$ cat src/rtl/cpu_trace_emitter.sv
// cpu_trace_emitter
//
// Turns one CPU write-back event into an ASCII trace line and sends it one
// character per clock:
//   register write: ^<time>@<pc>: $<grf> <= <data>#
//   memory write:   ^<time>@<pc>: *<addr> <= <data>#
// Hex fields are always 8 lowercase digits. Decimal fields use the minimal
// number of digits, and time saturates at 9999.
//
// Ports
//   clk         rising-edge clock
//   reset       asynchronous active-low reset
//   in_valid    event fields valid
//   in_ready    block is idle and can accept an event (registered)
//   kind        0 = register write, 1 = memory write
//   time_in     14-bit timestamp, printed in decimal
//   pc          instruction address
//   grf         register number (kind = 0)
//   addr        memory address (kind = 1)
//   data        written value
//   char_valid  char holds a valid character (registered)
//   char        ASCII character, 8'h00 when idle (registered)
//   char_ready  consumer takes char this cycle
//   last        high together with the closing '#' (registered)

module cpu_trace_emitter (
  input  logic        clk,
  input  logic        reset,
  input  logic        in_valid,
  output logic        in_ready,
  input  logic        kind,
  input  logic [13:0] time_in,
  input  logic [31:0] pc,
  input  logic [4:0]  grf,
  input  logic [31:0] addr,
  input  logic [31:0] data,
  output logic        char_valid,
  output logic [7:0]  char,
  input  logic        char_ready,
  output logic        last
);

  typedef enum logic [3:0] {
    StIdle, StCaret, StTime, StAt, StPc, StColon, StSp1, StSigil,
    StGrf, StAddr, StSp2, StLt, StEq, StSp3, StData, StHash
  } state_e;

  state_e      state_q, state_d;
  logic [2:0]  idx_q, idx_d;      // digit index within a multi-digit field
  logic        kind_q, kind_d;
  logic [15:0] tbcd_q, tbcd_d;    // saturated time as 4 BCD digits
  logic [31:0] pc_q, pc_d;
  logic [4:0]  grf_q, grf_d;
  logic [31:0] addr_q, addr_d;
  logic [31:0] data_q, data_d;

  logic        valid_q, valid_d;
  logic [7:0]  char_q, char_d;
  logic        last_q, last_d;
  logic        ready_q, ready_d;

  // Binary to BCD by shift-and-add-3; input is already limited to 9999.
  function automatic logic [15:0] to_bcd(input logic [13:0] bin);
    logic [29:0] sr;
    sr = {16'h0000, bin};
    for (int i = 0; i < 14; i++) begin
      for (int d = 0; d < 4; d++) begin
        if (sr[14+4*d +: 4] >= 4'd5) begin
          sr[14+4*d +: 4] = sr[14+4*d +: 4] + 4'd3;
        end
      end
      sr = sr << 1;
    end
    return sr[29:14];
  endfunction

  // Nibble i of w counted from the most significant end, as lowercase hex.
  function automatic logic [7:0] hex_char(input logic [31:0] w, input logic [2:0] i);
    logic [31:0] s;
    logic [3:0]  n;
    s = w >> {3'd7 - i, 2'b00};
    n = s[3:0];
    return (n < 4'd10) ? (8'h30 + {4'h0, n}) : (8'h57 + {4'h0, n});
  endfunction

  function automatic logic [7:0] dec_char(input logic [3:0] n);
    return 8'h30 + {4'h0, n};
  endfunction

  // Decimal digit bookkeeping derived from the latched fields.
  logic [13:0] time_sat;
  logic [2:0]  tdig_last;
  logic [2:0]  tpos;
  logic [15:0] tshift;
  logic [1:0]  grf_tens;
  logic [4:0]  grf_ones;
  logic [2:0]  gdig_last;
  logic        advance;

  always_comb begin
    time_sat = (time_in > 14'd9999) ? 14'd9999 : time_in;

    if (tbcd_q[15:12] != 4'h0) begin
      tdig_last = 3'd3;
    end else if (tbcd_q[11:8] != 4'h0) begin
      tdig_last = 3'd2;
    end else if (tbcd_q[7:4] != 4'h0) begin
      tdig_last = 3'd1;
    end else begin
      tdig_last = 3'd0;
    end

    if (grf_q >= 5'd30) begin
      grf_tens = 2'd3;
      grf_ones = grf_q - 5'd30;
    end else if (grf_q >= 5'd20) begin
      grf_tens = 2'd2;
      grf_ones = grf_q - 5'd20;
    end else if (grf_q >= 5'd10) begin
      grf_tens = 2'd1;
      grf_ones = grf_q - 5'd10;
    end else begin
      grf_tens = 2'd0;
      grf_ones = grf_q;
    end
    gdig_last = (grf_tens != 2'd0) ? 3'd1 : 3'd0;
  end

  // Next-state and field latching.
  always_comb begin
    state_d = state_q;
    idx_d   = idx_q;
    kind_d  = kind_q;
    tbcd_d  = tbcd_q;
    pc_d    = pc_q;
    grf_d   = grf_q;
    addr_d  = addr_q;
    data_d  = data_q;
    advance = valid_q && char_ready;

    case (state_q)
      StIdle: begin
        if (in_valid && ready_q) begin
          state_d = StCaret;
          idx_d   = 3'd0;
          kind_d  = kind;
          tbcd_d  = to_bcd(time_sat);
          pc_d    = pc;
          grf_d   = grf;
          addr_d  = addr;
          data_d  = data;
        end
      end
      StCaret: if (advance) state_d = StTime;
      StTime: begin
        if (advance) begin
          if (idx_q == tdig_last) begin
            state_d = StAt;
            idx_d   = 3'd0;
          end else begin
            idx_d = idx_q + 3'd1;
          end
        end
      end
      StAt: if (advance) state_d = StPc;
      StPc: begin
        if (advance) begin
          if (idx_q == 3'd7) begin
            state_d = StColon;
            idx_d   = 3'd0;
          end else begin
            idx_d = idx_q + 3'd1;
          end
        end
      end
      StColon: if (advance) state_d = StSp1;
      StSp1:   if (advance) state_d = StSigil;
      StSigil: if (advance) state_d = kind_q ? StAddr : StGrf;
      StGrf: begin
        if (advance) begin
          if (idx_q == gdig_last) begin
            state_d = StSp2;
            idx_d   = 3'd0;
          end else begin
            idx_d = idx_q + 3'd1;
          end
        end
      end
      StAddr: begin
        if (advance) begin
          if (idx_q == 3'd7) begin
            state_d = StSp2;
            idx_d   = 3'd0;
          end else begin
            idx_d = idx_q + 3'd1;
          end
        end
      end
      StSp2: if (advance) state_d = StLt;
      StLt:  if (advance) state_d = StEq;
      StEq:  if (advance) state_d = StSp3;
      StSp3: if (advance) state_d = StData;
      StData: begin
        if (advance) begin
          if (idx_q == 3'd7) begin
            state_d = StHash;
            idx_d   = 3'd0;
          end else begin
            idx_d = idx_q + 3'd1;
          end
        end
      end
      StHash:  if (advance) state_d = StIdle;
      default: state_d = StIdle;
    endcase
  end

  // Outputs are computed from the next state so that they can be registered
  // without adding a cycle of latency. Fields are always latched by the time
  // a field-dependent state is entered.
  always_comb begin
    valid_d = (state_d != StIdle);
    last_d  = (state_d == StHash);
    ready_d = (state_d == StIdle);
    tpos    = tdig_last - idx_d;
    tshift  = tbcd_q >> {tpos, 2'b00};

    case (state_d)
      StIdle:  char_d = 8'h00;
      StCaret: char_d = "^";
      StTime:  char_d = dec_char(tshift[3:0]);
      StAt:    char_d = "@";
      StPc:    char_d = hex_char(pc_q, idx_d);
      StColon: char_d = ":";
      StSp1:   char_d = " ";
      StSigil: char_d = kind_q ? "*" : "$";
      StGrf: begin
        if (idx_d == 3'd0 && grf_tens != 2'd0) begin
          char_d = dec_char({2'b00, grf_tens});
        end else begin
          char_d = dec_char(grf_ones[3:0]);
        end
      end
      StAddr:  char_d = hex_char(addr_q, idx_d);
      StSp2:   char_d = " ";
      StLt:    char_d = "<";
      StEq:    char_d = "=";
      StSp3:   char_d = " ";
      StData:  char_d = hex_char(data_q, idx_d);
      StHash:  char_d = "#";
      default: char_d = 8'h00;
    endcase
  end

  always_ff @(posedge clk or negedge reset) begin
    if (!reset) begin
      state_q <= StIdle;
      idx_q   <= 3'd0;
      kind_q  <= 1'b0;
      tbcd_q  <= 16'h0000;
      pc_q    <= 32'h0;
      grf_q   <= 5'd0;
      addr_q  <= 32'h0;
      data_q  <= 32'h0;
      valid_q <= 1'b0;
      char_q  <= 8'h00;
      last_q  <= 1'b0;
      ready_q <= 1'b0;
    end else begin
      state_q <= state_d;
      idx_q   <= idx_d;
      kind_q  <= kind_d;
      tbcd_q  <= tbcd_d;
      pc_q    <= pc_d;
      grf_q   <= grf_d;
      addr_q  <= addr_d;
      data_q  <= data_d;
      valid_q <= valid_d;
      char_q  <= char_d;
      last_q  <= last_d;
      ready_q <= ready_d;
    end
  end

  assign in_ready   = ready_q;
  assign char_valid = valid_q;
  assign char       = char_q;
  assign last       = last_q;

endmodule
$ cat config.mk
export PLATFORM = sky130hd
export DESIGN_NAME = cpu_trace_emitter
export DESIGN_NICKNAME = d
export VERILOG_FILES = /design/src/rtl/cpu_trace_emitter.sv
export SDC_FILE = /design/constraint.sdc
export NUM_CORES = 1
export LEC_CHECK = 0
export CORE_AREA = 2 2 227 173
export CTS_BUF_LIST = sky130_fd_sc_hd__clkbuf_2
export DETAILED_ROUTE_END_ITERATION = 6
export DIE_AREA = 0 0 229 175
export GPL_TIMING_DRIVEN = 0
export PLACE_DENSITY_LB_ADDON = 0.3
export SLEW_MARGIN = 20
export SYNTH_ARGS = -nofsm -noshare
export SYNTH_HDL_FRONTEND = slang
export SYNTH_SLANG_ARGS = --single-unit
$ cat constraint.sdc
create_clock -name clk -period 7 [get_ports clk]
set_input_delay 1.05 -clock clk [delete_from_list [all_inputs] [get_ports clk]]
set_output_delay 1.05 -clock clk [all_outputs]
set_load 0.1 [all_outputs]
# Yosys cells after proc, flatten, opt, wreduce, memory -nomap -nowiden
# Index checks and enable logic that the tools add are counted.
# Widths: inputs -> output; s select.
[totals]
register_bits = 136
input_bits = 120
out_inout_bits = 11
word_cells = 367
[classes]
n_addsub = 63
magnitude_cmp = 55
n_eq_ne = 33
shifts = 4
n_mux = 186
reduce_logical = 14
[ops]
columns = ["operator", "count"]
rows = [
  ["$mux 4", 131],
  ["$ge 4x3->1 const B", 47],
  ["$add 4x2->4 const B", 36],
  ["$mux 3", 41],
  ["$pmux 8 s14", 1],
  ["$shr 32x5->4", 3],
  ["$eq 4x4->1 const B", 16],
  ["$pmux 4 s16", 1],
  ["$add 6x4->7 const A", 5],
  ["$add 3x2->3 const B", 11],
  ["$eq 4x3->1 const B", 8],
  ["$add 7x4->8 const A", 3],
  ["$mux 8", 3],
  ["$eq 4x2->1 const B", 4],
  ["$reduce_bool 4->1", 4],
  ["$shr 16x5->4", 1],
  ["$gt 14x14->1 const B", 1],
  ["$mux 14", 1],
  ["$lt 4x4->1 const B", 3],
  ["$pmux 3 s4", 1],
  ["$ge 5x5->1 const B", 2],
  ["$eq 4x1->1 const B", 2],
  ["$logic_not 4->1", 2],
  ["$sub 4x4->4 const B", 2],
  ["19 further kinds", 26],
]

# Logic depth before layout (Yosys ltp)
# Gate-level depths: netlist of the first run.
[depth]
word_depth = 52
depth_mapped = 57
mapped_depth_nobuf = 54

# Worst setup path after synthesis of the first run
# OpenSTA, ideal clock, no wires.
[synth_path]
path_type = "input to register"
startpoint = "in time_in[13]"
endpoint = "reg tbcd_q[14]"
setup_time_ps = 125
t_arrival_ps = 10441
required_ps = 6875
setup_slack_ps = -3566
path_stages = 53
path_buffers = 2
cell_sequence = "buf_6 -> buf_6 -> nand2b_1 -> inv_1 -> ha_1 -> nand2b_1 -> a21oi_1 -> ha_1 -> nor2b_1 -> a21oi_2 -> nor3_1 -> nor2_1 -> ha_1 -> inv_1 -> o32a_1 -> nand3_1 -> a21oi_1 -> nor2_1 -> [17 not listed] -> or3_1 -> a311oi_2 -> nor2_1 -> a21o_1 -> and2_1 -> ha_1 -> a21oi_1 -> a211o_1 -> o21ai_0 -> a31oi_2 -> a21o_1 -> xor2_1 -> inv_1 -> ha_1 -> nor2b_1 -> o21ai_0 -> o21ai_0 -> mux2_2"
[synth_between]
elab_chain_cells = 52
word_cells_on_any_way = 185
classes_between = "add/sub (37); order compare (38); mux (110)"
[synth_lines]
columns = ["element", "line", "source"]
rows = [
  ["from (decl)", "32", "input logic [13:0] time_in,"],
  ["$gt 14x14->1", "101", "time_sat = (time_in > 14'd9999) ? 14'd9999 : time_in;"],
  ["$mux 14 *", "101", ""],
  ["$ge 1x3->1 or $add 1x2->3 (tied branches)", "68, 69", ""],
  ["$mux 3", "68", "if (sr[14+4*d +: 4] >= 4'd5) begin"],
  ["$mux 4", "143", "if (in_valid && ready_q) begin"],
  ["$mux 4", "141", "case (state_q)"],
  ["$add 4x2->4 or $ge 4x3->1 (tied branches)", "69, 68", ""],
  ["$mux 4", "68", ""],
  ["[36 not listed]", "-", ""],
  ["$mux 4 or $mux 3 (tied branches)", "143", ""],
  ["$mux 4 or $mux 3 (tied branches)", "141", ""],
  ["$add 4x2->4, or another cell as far along", "69", "sr[14+4*d +: 4] = sr[14+4*d +: 4] + 4'd3;"],
  ["$mux 4 or $mux 3 (tied branches)", "68", ""],
  ["$mux 4 or $mux 3 (tied branches)", "143", ""],
  ["$mux 4 or $mux 3 (tied branches)", "141", ""],
  ["$ge 4x3->1 or $add 3x2->3 (tied branches)", "68, 69", ""],
  ["$mux 3 *", "68", ""],
  ["to (signal assigned)", "273", "tbcd_q <= tbcd_d;"],
  ["to (decl)", "51", "logic [15:0] tbcd_q, tbcd_d;"],
]
# Every way passes the cells marked *; elsewhere a longest branch is shown, timed or not. The select of a mux whose other input is x is not followed.
# A chain may end at the register's enable or synchronous reset.

# Worst setup path in the final report of the first run
# Same ends and word-level chain as after synthesis.

==> reports/metrics.yaml, run 1 <==
ys_ff_latch: 135
die_y_um: 175
fin_util_pct: 38.41
layout_setup_ws_ps: -1449
fin_crit_ps: 8449
cts_hold_buf: 0
cp-startpoint: "time_in[13]"
grt_max_degree: 100
dp_slack_ps: -3685
end_kind: "flop"
regToRegSetupSlack_ps: 420
slew_viol_final: 0
worstPathRequired_ps: 7640
cts.htree.levels: 4
port_buffers: 128
synth_cells: 1396
worstPathMaxFanout: 4
avgSynthCellArea_um2: 7.772
dpl.hpwl_mm: 25.65
synth_top_cell_area_share_pct: 31.13
fin_nets: 1783
cp_top_family: "simple AND/OR/NAND/NOR gates"
tightest_slew_ps: 992.8
slew_headroom_pct: 33.61
gp_congestion: 0.8870
cts_sinks: 135
r2r-start: "tbcd_q[5]$_DFFE_PN0P_"
coreArea_um2: 37860
yosysUniqueCellTypes: 98
hold_violations: 0
cpMostUsedCell: "ha_4"
first_global_vias: 10462
drtIter0Drc: 835
violations: "setup timing"
firstDrtPassIters: 6
grt_overflow: 0
synth_area_leaders: "dfrtp_1 31%, nand2_1 13%, mux2i_1 7.7%"
fmax_ghz: 0.1184
drive_above_1_share_pct: 18.81
async_reset_ff_share_pct: 100.0
clk_latency_ps: 730
setup_viol: 15
numCtsBuffers: 17
die_area_um2: 40080
cp-start-kind: "primary input"
synthFlopType: "dfrtp_1"
max_cap_violations: 0
critPathSlowestCell: "a311oi_4"
clkTransAtPathRegs_ps: 210
synth_edf_count: 0
setup-tns-final_ps: -16090
syn_area_um2: 10850
cpPeakStageDelay_ps: 360
track_usage_pct: 16.84
num_vias: 11080
ant_nets: 0
status: "complete, but fails checks"
ys_warn_count: 0
path_buf_inv: 7
wire_per_inst_um: 16.22
worst_clock_skew_ps: 36.81
antenna_found_initial: 1
via_per_inst: 5.153
start_util_pct: 28.66
synthToLayoutAreaGrowth_pct: 34.01
cts_tree: "done"
die_x_um: 229
drcViolationCount: 0
period_share_pct: 120.7
root_buffer: "clkbuf_2"
pin_count: 131
worstSetupPathType: "in -> reg"
synth-seq-area-share_pct: 31.13
routed_wl_mm: 34.88
cp.arrival_ps: 9080
hp-class: "in -> async"
rsz0062_at_grt: "yes"
yosys.area.top_type: "dfrtp_1"
cts_buffer_depth: 2
fp-row-count: 62
grt_pass1_wl_mm: 55.23
==> final cells by class <==
class | count | area (um^2)
fillers | 3904 | 23320
flip-flops and latches | 135 | 3378
plain buffers | 61 | 309.0
well taps | 512 | 640.6
repair buffers | 209 | 1921
inverters | 42 | 162.7
diodes | 1 | 2.502
multi-input cells | 1158 | 7890
clock buffers | 18 | 90.09
clock inverters | 14 | 146.4
==> state kept, by name, indices dropped and copies added, names as in the netlist <==
name	cells
state_q	4
tbcd_q	16
grf_q	5
addr_q	32
kind_q	1
char_valid	1
idx_q	3
data_q	32
last	1
pc_q	32
char	7
in_ready	1
==> final timing paths <==
check,endpoint,depth (start not counted)
worst max-delay path,tbcd_q[14]$_DFFE_PN0P_,53
worst min-delay path,state_q[1]$_DFF_PN0_,1
worst max register to register,char[0]$_DFF_PN0_,19
worst min register to register,addr_q[17]$_DFFE_PN0P_,2
max in group asynchronous,tbcd_q[12]$_DFFE_PN0P_,2
min in group clk,addr_q[17]$_DFFE_PN0P_,2
==> synth_stat cells (all sizes together), types with 4 or more instances <==
library cell  number
nand2            391
dfrtp            135
nor2              92
mux2i             84
a21oi             79
o21ai             65
clkbuf            50
inv               42
ha                38
nand3             35
nor3              28
a211oi            20
nand2b            20
nor2b             20
xnor2             17
and2              15
mux2              15
buf               14
o211ai            14
or4               13
and3              12
or3               12
a22oi             11
nor4              11
a21o              10
o22ai             10
o21a               9
o31ai              9
a211o              7
a31oi              7
a32oi              7
a311oi             6
nor3b              6
or2                6
xor2               6
a31o               5
a2111oi            4
a221oi             4
a32o               4
mux4               4
o221ai             4
==> metal layers <==
layer | routed length, um | global-route usage [%]
met5 | 0 | 0
met4 | 363 | 3.274
met2 | 15100 | 25.08
met3 | 1747 | 2.317
met1 | 17660 | 25.75
==> worst reg2reg max path, stage by stage (launching register included) <==
cell	delay, ps
dfrtp_1	480
or4_1	620
a31o_2	280
nand3_1	80
a211oi_1	110
or3_1	340
and3_1	180
o31ai_1	420
nand2_1	100
o21ai_0	190
nand2_1	100
o21ai_1	240
clkbuf_1	750
clkbuf_2	570
ha_1	240
inv_1	50
fa_1	580
mux4_2	380
a2111oi_0	560
o211ai_1	170
==> through the flow <==
| step | cell area (um^2) | instances | hold WS (ps) |
|---|---|---|---|
| floorplan | 11250 | 1399 | 440.1 |
| global route | 14540 | 2150 | 131.2 |
| CTS | 14090 | 2127 | 133.8 |
| global placement | 13170 | 2039 | 454.9 |
| finish | 14540 | 2150 | 174.2 |
| detailed placement | 13220 | 2042 | 456.6 |
==> cell families after synthesis <==
| group | share of synthesized area (%) |
|---|---|
| AOI/OAI and AO/OA | 19.66 |
| adders and majority gates | 4.843 |
| other | 0.03456 |
| xor gates and xnor gates | 2.064 |
| and+or+nand+nor | 28.17 |
| DFF | 31.13 |
| buffers and inverters | 3.921 |
| muxes | 10.17 |
==> cells in the final DEF (no fill, tap or decap), types with 8 or more instances in the layout <==
cell type          n
a22oi_1            8
inv_1             27
nand2b_1          17
xnor2_1           11
nor2_1            79
o211ai_1          13
ha_1              22
and2_1            13
a21oi_1           62
or4_1             10
dfrtp_1          135
o21ai_1           13
a21o_1             9
clkbuf_1          49
mux2_2            13
nand2_1          388
and3_1             9
nor2b_1           15
clkdlybuf4s50_1  125
o21ai_0           43
or3_1              8
nand3_1           32
ha_4               8
o21a_1             9
clkbuf_2          19
mux2i_1           80
ha_2               8
nor3_1            22
inv_2             13
a211oi_1          12
o31ai_1            8
buf_4             75
a21oi_2           11
==> repair_timing <==
item | CTS | global route
setup endpoints to repair | 15 | 19
gates resized for setup | 64 | 53
pin swaps | 49 | 46
setup buffers | 55 | 23
Power of run 1 is not shown: default switching activity piles up to over one toggle a cycle in this logic, so the estimate is an artifact.
==> inputs of run 2 (changes only) <==
CTS_BUF_LIST = unset   (was sky130_fd_sc_hd__clkbuf_2)
REMOVE_ABC_BUFFERS = 1   (was unset)
==> reports/metrics.yaml, run 2 (synthesized netlist as in run 1, its figures left out) <==
status: "complete, but fails checks"
violations: "setup timing"
final_common_cell: "nand2_1"
wire_per_inst_um: 15.60  # -3.8%
root_buffer: "clkbuf_16"
critPathSlowestCell: "a311oi_4"
pin_count: 131  # unchanged
fp-row-count: 62  # unchanged
coreArea_um2: 37860  # unchanged
die_y_um: 175  # unchanged
numCtsBuffers: 17  # unchanged
end_kind: "flop"
die_area_um2: 40080  # unchanged
antenna_cells: 0  # -1
fmax_ghz: 0.1121  # -5.3%
grt_max_degree: 81  # -19%
cts_hold_buf: 0  # unchanged
gp_congestion: 0.8639  # -2.6%
port_buffers: 129  # +0.78%
firstDrtPassIters: 5  # -1
drive_above_1_share_pct: 22.50  # +3.7 points
via_per_inst: 5.135  # -0.35%
rsz0062_at_grt: "yes"
cts_sinks: 135  # unchanged
layout_setup_ws_ps: -1919  # -470.3 ps
cts.htree.levels: 4  # unchanged
final_cell_mix: "386 x nand2_1, 135 x dfrtp_1, 124 x clkdlybuf4s50_1"
cp_top_family: "compound AO/OA/AOI/OAI gates"
num_vias: 10959  # -1.1%
cpMostUsedCell: "ha_4"
cts_buffer_depth: 2  # unchanged
die_x_um: 229  # unchanged
setup-tns-final_ps: -21440  # -5341 ps
cts_tree: "done"
routed_wl_mm: 33.29  # -4.6%
cp-start-kind: "primary input"
grt_pass1_wl_mm: 53.81  # -2.6%
max_cap_violations: 0  # unchanged
reg_top3: "addr_q: 32 flops, data_q: 32 flops, pc_q: 32 flops"
worstSetupPathType: "in -> reg"
worst_clock_skew_ps: 10.70  # -26.11 ps
ant_nets: 0  # unchanged
path_buf_inv: 8  # +1
worstPathRequired_ps: 7310  # -330 ps
synthToLayoutAreaGrowth_pct: 39.98
clk_latency_ps: 430  # -300 ps
fin_nets: 1768  # -0.84%
period_share_pct: 127.4  # +6.7 points
hp-class: "reg -> reg"
fin_crit_ps: 8919  # +470.3 ps
cpPeakStageDelay_ps: 370  # about the same
first_global_vias: 10676  # +2.0%
drcViolationCount: 0  # unchanged
cp.arrival_ps: 9230  # +150 ps
track_usage_pct: 16.08  # -0.77 points
clkTransAtPathRegs_ps: 60  # -150 ps
start_util_pct: 28.66  # unchanged
slew_headroom_pct: 33.00  # -0.61 points
drtIter0Drc: 967  # +16%
setup_viol: 15  # unchanged
antenna_found_initial: 0  # -1
tightest_slew_ps: 1002  # +9.080 ps
dpl.hpwl_mm: 22.44  # -13%
worstPathMaxFanout: 8  # +4
slew_viol_final: 0  # unchanged
grt_overflow: 0  # unchanged
hold_violations: 0  # unchanged
[run 2: worst register-to-register path, stage by stage (launching register included)]
cell and delay, ps:
dfrtp_1 420, or4_1 600, or3_1 330, a211o_1 270, a211oi_1 250, or3_1 180, and3_1 150, o31ai_1 100
nand2_1 100, o21ai_0 150, a32oi_1 760, inv_1 610, or4_1 650, nor3b_1 230, nor3_1 120, a2111oi_0 480
o211ai_1 170
[run 2: layout make-up]
| cell class | count | area (um^2) |
|---|---|---|
| clock buffer | 17 | 425.4 |
| clock inverter | 15 | 215.2 |
| fill | 3817 | 22670 |
| inverter | 42 | 165.2 |
| multi-input combinational | 1158 | 8008 |
| sequential | 135 | 3378 |
| tap | 512 | 640.6 |
| timing repair buffer | 255 | 2356 |
[run 2: layer usage]
layer  track usage (%)  vias to the layer above  routed length, um
met1             22.83                     5228              15950
li1                  -                     5384                  -
met3             2.709                       26               1647
met2             25.64                      321              15370
met5                 0                        -                  0
met4             3.301                        0                327
[run 2: through the flow]
stage	std cells	area [um^2]	util (%)	setup WS [ps]	hold slack [ps]
after detailed placement	1998	12780	33.77	-5878	459.8
after CTS	2115	14720	38.87	-1528	475.4
after global routing	2134	15190	40.12	-2155	495.8
after floorplan	1335	10590	-	-3873	440.1
after global placement	1976	12530	33.09	-10300	453.9
final	2134	15190	40.12	-1919	472.3
[run 2: what timing repair did]
action                     in CTS  in global routing
gates resized for setup       178                 67
setup endpoints to repair      15                 15
setup buffers                  85                 22
pin swaps                      62                 54
[run 2: worst paths after layout]
check                                      start                      to  slack [ps]  depth (start not counted)
setup / recovery                     time_in[12]  tbcd_q[12]$_DFFE_PN0P_       -1920                         48
hold / removal               pc_q[4]$_DFFE_PN0P_     pc_q[4]$_DFFE_PN0P_         470                          2
setup reg to reg           tbcd_q[5]$_DFFE_PN0P_       char[0]$_DFF_PN0_        1280                         16
hold reg to reg              pc_q[4]$_DFFE_PN0P_     pc_q[4]$_DFFE_PN0P_         470                          2
max in group asynchronous                  reset   addr_q[5]$_DFFE_PN0P_        5670                          2
min in group asynchronous                  reset    pc_q[24]$_DFFE_PN0P_         540                          1
Power of run 2 is left out for the same reason.
==> inputs of run 3 (changes only) <==
CTS_CLUSTER_SIZE = 16   (was unset)
==> results of run 3 <==
The final DEF is identical to that of run 2; final timing and power are the same.
Power of run 3 is left out for the same reason.
